<file path="config.mk">
export PLATFORM = sky130hd
export DESIGN_NAME = mmc1_mapper
export DESIGN_NICKNAME = d
export VERILOG_FILES = /design/src/rtl/mmc1_mapper.sv
export SDC_FILE = /design/constraint.sdc
export NUM_CORES = 1
export LEC_CHECK = 0
export CAP_MARGIN = 10
export CORE_MARGIN = 2
export CORE_UTILIZATION = 39
export DETAILED_ROUTE_END_ITERATION = 8
export PLACE_DENSITY = 0.92
export REMOVE_ABC_BUFFERS = 1
export SLEW_MARGIN = 40
export SYNTH_ARGS = -nofsm -noshare
export SYNTH_HDL_FRONTEND = slang
export SYNTH_SLANG_ARGS = --single-unit
export TNS_END_PERCENT = 100
</file>
<file path="constraint.sdc">
create_clock -name clk_cpu -period 2.8 [get_ports clk_cpu]
set_clock_uncertainty 0.2 [all_clocks]
set_input_delay 0.56 -clock clk_cpu [delete_from_list [all_inputs] [get_ports clk_cpu]]
set_output_delay 0.56 -clock clk_cpu [all_outputs]
set_load 0.02 [all_outputs]
</file>
<file path="src/rtl/mmc1_mapper.sv">
// MMC1 (iNES mapper 1) bank controller.
// CPU writes to $8000-$FFFF feed a 5-bit LSB-first serial port. The fifth
// accepted bit loads one of four internal registers, and those registers
// steer PRG/CHR banking, nametable mirroring and the PRG-RAM enable.
module mmc1_mapper #(
  parameter int unsigned PRG_AW = 18,
  parameter int unsigned CHR_AW = 17
) (
  input  logic              clk_cpu,
  input  logic              rst,
  input  logic [14:0]       cpu_addr,
  input  logic [7:0]        cpu_data_i,
  input  logic              cpu_rw,
  input  logic              romsel,
  input  logic [13:0]       ppu_addr,
  output logic [PRG_AW-1:0] prg_addr,
  output logic [CHR_AW-1:0] chr_addr,
  output logic              ciram_a10,
  output logic              prgram_en,
  output logic [19:0]       regs_dbg
);

  localparam int unsigned REG_W   = 5;
  localparam int unsigned CNT_W   = 3;
  localparam int unsigned PRG_NAT = 18;
  localparam int unsigned CHR_NAT = 17;

  logic [REG_W-1:0] control;
  logic [REG_W-1:0] chr0;
  logic [REG_W-1:0] chr1;
  logic [REG_W-1:0] prg;
  logic [REG_W-1:0] shift;
  logic [CNT_W-1:0] count;
  logic             wr_prev;

  logic             wr;
  logic             accept;
  logic [REG_W-1:0] loaded;

  // Only the first cycle of a write burst is taken, so RMW dummy writes drop out.
  assign wr     = romsel & ~cpu_rw;
  assign accept = wr & ~wr_prev;
  assign loaded = {cpu_data_i[0], shift[4:1]};

  // Serial port, register file and write-edge history.
  always_ff @(posedge clk_cpu) begin
    if (rst) begin
      control <= 5'h0C;
      chr0    <= '0;
      chr1    <= '0;
      prg     <= '0;
      shift   <= '0;
      count   <= '0;
      wr_prev <= 1'b0;
    end else begin
      wr_prev <= wr;
      if (accept) begin
        if (cpu_data_i[7]) begin
          shift        <= '0;
          count        <= '0;
          control[3:2] <= 2'b11;
        end else if (count == CNT_W'(4)) begin
          unique case (cpu_addr[14:13])
            2'd0:    control <= loaded;
            2'd1:    chr0    <= loaded;
            2'd2:    chr1    <= loaded;
            default: prg     <= loaded;
          endcase
          shift <= '0;
          count <= '0;
        end else begin
          shift <= loaded;
          count <= count + CNT_W'(1);
        end
      end
    end
  end

  logic [3:0]         prg_bank;
  logic [PRG_NAT-1:0] prg_full;
  logic [CHR_NAT-1:0] chr_full;

  // PRG windowing: 32KB mode ignores p[0]; 16KB modes fix one half.
  always_comb begin
    prg_bank = 4'h0;
    prg_full = '0;
    unique case (control[3:2])
      2'd2: begin
        prg_bank = cpu_addr[14] ? prg[3:0] : 4'h0;
        prg_full = {prg_bank, cpu_addr[13:0]};
      end
      2'd3: begin
        prg_bank = cpu_addr[14] ? 4'hF : prg[3:0];
        prg_full = {prg_bank, cpu_addr[13:0]};
      end
      default: prg_full = {prg[3:1], cpu_addr[14:0]};
    endcase
  end

  // CHR windowing: one 8KB bank, or two independent 4KB banks.
  always_comb begin
    chr_full = '0;
    if (control[4]) begin
      chr_full = {(ppu_addr[12] ? chr1 : chr0), ppu_addr[11:0]};
    end else begin
      chr_full = {chr0[4:1], ppu_addr[12:0]};
    end
  end

  // Nametable mirroring select.
  always_comb begin
    ciram_a10 = 1'b0;
    unique case (control[1:0])
      2'd0:    ciram_a10 = 1'b0;
      2'd1:    ciram_a10 = 1'b1;
      2'd2:    ciram_a10 = ppu_addr[10];
      default: ciram_a10 = ppu_addr[11];
    endcase
  end

  assign prg_addr  = PRG_AW'(prg_full);
  assign chr_addr  = CHR_AW'(chr_full);
  assign prgram_en = ~romsel & (cpu_addr[14:13] == 2'b11) & ~prg[4];
  assign regs_dbg  = {control, chr0, chr1, prg};

  // Bits that carry no banking information.
  logic unused_bits;
  assign unused_bits = ^{cpu_data_i[6:1], ppu_addr[13], shift[0]};

endmodule

</file>
Word level (Yosys, flattened, before mapping)
Index checks and enable logic that the tools add are counted.
{ "classes": {"n_mux": 13, "n_bitwise": 10, "n_reduce_logical": 10, "n_addsub": 1, "eq_ne": 8} }
{ "ops": {"columns": ["cell", "count"], "rows": [
  ["18-bit one-hot mux with 2 select lines", 1],
  ["17-bit 2-to-1 mux", 1],
  ["4-bit 2-to-1 mux", 4],
  ["4-bit AND reduction", 4],
  ["5-bit 2-to-1 mux", 3],
  ["2-bit == test (second input constant)", 5],
  ["3-bit 2-to-1 mux", 2],
  ["1-bit inverter", 6],
  ["1-bit AND", 4],
  ["2-bit by 1-bit == test with 1-bit output (second input constant)", 2],
  ["2-bit logical NOT", 2],
  ["2-bit nonzero test", 2],
  ["3-bit by 1-bit adder with 3-bit output (second input constant)", 1],
  ["3-bit == test (second input constant)", 1],
  ["1-bit one-hot mux with 3 select lines", 1],
  ["3-bit AND reduction", 1],
  ["3-bit OR reduction", 1],
  ["2-bit 2-to-1 mux", 1]
]} }
{ "word_totals": {"input_bits": 41, "wordCells": 50, "regBits": 29} }

Logic depth before layout (Yosys ltp)
{ "depth": {"word_depth": 4, "ltp_mapped": 6} }

Worst setup path before layout
OpenSTA, ideal clock, no wires.
{ "synth_timing": {"path_type": "input port to output port", "start": "in cpu_addr[14]", "end": "out prgram_en", "n_path_buf": 1, "t_required_ps": 2040, "arrival_time_ps": 1459, "slack_ps": 581, "path_stages": 3, "cell_sequence": "clkbuf_1 nand2_1 nor3_1"} }
{ "synth_via": {"elab_chain_cells": 3} }
{ "synth_lines": {"columns": ["element", "line", "text"], "rows": [
  ["from (decl)", "11", "input logic [14:0] cpu_addr,"],
  ["2-bit == test", "123", "assign prgram_en = ~romsel & (cpu_addr[14:13] == 2'b11) & ~prg[4];"],
  ["1-bit AND (2 in series)", "123", null],
  ["to (decl)", "19", "output logic prgram_en,"]
]} }
Every way passes these cells.

Worst setup path after layout
{ "layout_timing": {"start": "in ppu_addr[12]", "end": "out chr_addr[12]"} }
{ "layout_via": {"elab_chain_cells": 2} }
{ "layout_lines": {"columns": ["element", "line", "text"], "rows": [
  ["from (decl)", "15", "input logic [13:0] ppu_addr,"],
  ["5-bit 2-to-1 mux", "104", "chr_full = {(ppu_addr[12] ? chr1 : chr0), ppu_addr[11:0]};"],
  ["17-bit 2-to-1 mux (*)", "103", "if (control[4]) begin"],
  ["to (decl)", "17", "output logic [CHR_AW-1:0] chr_addr,"]
]} }
Mark *: on every way between the ends. The rest lies on a longest branch, timed or not.

==> results.yml <==
worst_hold_path:
  worstHoldPathType: "flip-flop to flip-flop"
grt:
  antenna_found_initial: 0
  grt_usage: 0.1990
  grt_pass1_vias: 1270
  overflow: 0
  grt_max_degree: 18
  grt_pass1_wl_um: 6465
timing:
  timing.final.max_slew_violations: 0
  rsz0062_at_grt: "false"
  worst_slew_pin_slew_ns: 0.6544
  finalCriticalPeriod_ns: 2.688
  max_freq_ghz: 0.3721
  hold_viol: 0
  setup_violations: 0
  slew_headroom: 0.5578
  fin_crit_sh: 0.9599
worst_setup_path:
  crit_arrival_ns: 1.93
  critical_path_class: "input pin to output pin"
  startpoint_type: "input pin"
  path_max_fanout: 5
  required_ns: 2.04
  cp-end-kind: "output pin"
yosys:
  yosysWarnings: 0
  ys_top_cells_by_count: "28 x dfxtp_1, 26 x buf_4, 15 x a21oi_1"
  synth_top_area_share: 0.3675
  avgSynthCellArea_um2: 8.716
  synth-edff-count: 0
  synth_area_leaders: "dfxtp_1 37%, buf_4 13%, mux2i_1 6.6%, a21oi_1 4.9%, nand2_1 3.4%"
  ys_seq_area_frac: 0.3675
  netlist_area_um2: 1525
  async_flop_share: 0
  yosysUniqueCellTypes: 32
  yosys_most_used_dff: "dfxtp_1"
  synth_seq_cells: 28
  synth.most_common_cell: "dfxtp_1"
  synth_cells: 175
  synth_top_cell_by_area: "dfxtp_1"
floorplanning:
  die_x_um: 66.54
  coreArea_um2: 3716
  dieArea_um2: 4427
  rows: 22
  start_util: 0.4104
  ioPinCount: 98
  dieHeight_um: 66.54
layout:
  num_antenna_cells: 0
  design_area_um2: 1953
  nets: 247
  drive_above_1_share: 0.1429
  area_growth_pct: 28.06
placed_design:
  place.gp.congestion: 0.8136
  port_buffers: 44
  place_area_um2: 1904
  dp_hpwl_um: 3189
job:
  drv_cap: 0
pwr:
  leakagePower_nw: 0.7592
  sw_frac_of_total: 0.2309
  peakVddDrop_v: 0.0001755
  seqPwrFrac: 0.543
  power_frac_comb: 0.117
  switching_power_mw: 0.1710
  p_clk_frac: 0.340
  power.internal_mw: 0.5694
  p_per_area_nw_per_um2: 379.1
  finalPower_mw: 0.7404
drt:
  antenna_left: 0
  dr.first_iter.drc_count: 69
  drt-total-wl_um: 4178
  post_drt_wl_per_cell_um: 16.65
  drc_errors: 0
  drt_first_pass_iters: 4
  via_per_inst: 5.562
  vias: 1396
clocking:
  cts_resized: 5
  cts_hold_buf: 0
  cts.clk_slew.worst_paths_ns: 0.09
  cts.sinks: 28
  cts_max_path_buffers: 2
  cts.htree.levels: 1
  ctsRootBufferMaster: "clkbuf_8"
  post_cts_buffers: 0
  clk_latency_ns: 0.28
  cts_buffers: 3
  cts_tree: "built"
outcome:
  status: "completed"
cells by family after synthesis:
| kind of cell | Yosys count | synth area share |
|---|---|---|
| adders and majority gates | 2 | 0.01640 |
| AOI/OAI and AO/OA | 32 | 0.1337 |
| DFF | 28 | 0.3675 |
| and+or+nand+nor | 60 | 0.2264 |
| muxes | 14 | 0.09516 |
| buffers and inverters | 39 | 0.1608 |
cells in the final DEF, fill, tap and decap left out, drive strengths merged:
cell,count
nand2,14
nor4bb,1
a31o,5
nor3,6
nor2,13
clkdlybuf4s50,39
nand3b,1
a32oi,5
inv,4
nor4,5
clkbuf,4
nand3,4
mux2i,10
nor3b,2
nor4b,2
a31oi,1
or4b,1
a21oi,15
o31ai,2
or4bb,1
dlygate4sd2,5
buf,14
or3,1
clkinv,1
nand2b,7
or4,1
or3b,1
ha,2
o21ai,4
mux2,4
dfxtp,28
state kept, by name, summed over array words and instances, names as in the netlist:
signal / flops
shift: 4
wr_prev: 1
chr1: 5
count: 3
control: 5
chr0: 5
prg: 5
per-stage QoR:
step           TNS [ns]  instances  utilization  hold WS (ns)  setup WS [ns]
2_1_floorplan         0        141            -        0.2431         0.6060
3_3_place_gp    -0.3604        247       0.5125        0.2617       -0.08986
3_5_place_dp    -0.5372        247       0.5125        0.2690        -0.1286
4_1_cts               0        251       0.5256        0.2822         0.1120
5_1_grt               0        251       0.5256        0.3123        0.02454
6_report              0        251       0.5256        0.2747         0.1123
worst max-delay path, cell delays in order:
cell             delay (ns)
clkdlybuf4s50_1        0.42
nand2_1                0.19
nor2_1                 0.06
nor2_1                 0.10
clkdlybuf4s50_1        0.60
final cells by class:
| cell class | instances | area, um^2 |
|---|---|---|
| Inverter | 5 | 18.77 |
| Sequential cell | 28 | 560.5 |
| Multi-Input combinational cell | 108 | 719.4 |
| Fill cell | 339 | 1763 |
| Timing Repair Buffer | 58 | 539.3 |
| Clock buffer | 4 | 55.05 |
| Tap cell | 48 | 60.06 |
power groups by stage:
stage / registers [mW] / clock network [mW] / logic, mW
floorplan: 0.410 / 0 / 0.0288
global placement: 0.411 / 0 / 0.0844
detailed placement: 0.411 / 0 / 0.0864
CTS: 0.402 / 0.255 / 0.0865
global route: 0.402 / 0.266 / 0.0938
finish: 0.402 / 0.252 / 0.0870
per-layer routing:
metal / track usage / wire (um)
met5: 0.09722 / 33
met4: 0.07653 / 68
met3: 0.1030 / 442
met2: 0.2813 / 1833
met1: 0.2471 / 1800
path summary, 6_finish.rpt:
path	start	to	slack (ns)	depth (start not counted)
setup / recovery	ppu_addr[12]	chr_addr[12]	0.11	5
hold / removal	chr1[2]	chr1[2]	0.27	2
setup reg to reg	count[0]	chr0[4]	0.59	5
hold reg to reg	chr1[2]	chr1[2]	0.27	2
Power figures use the tool's default switching activity.
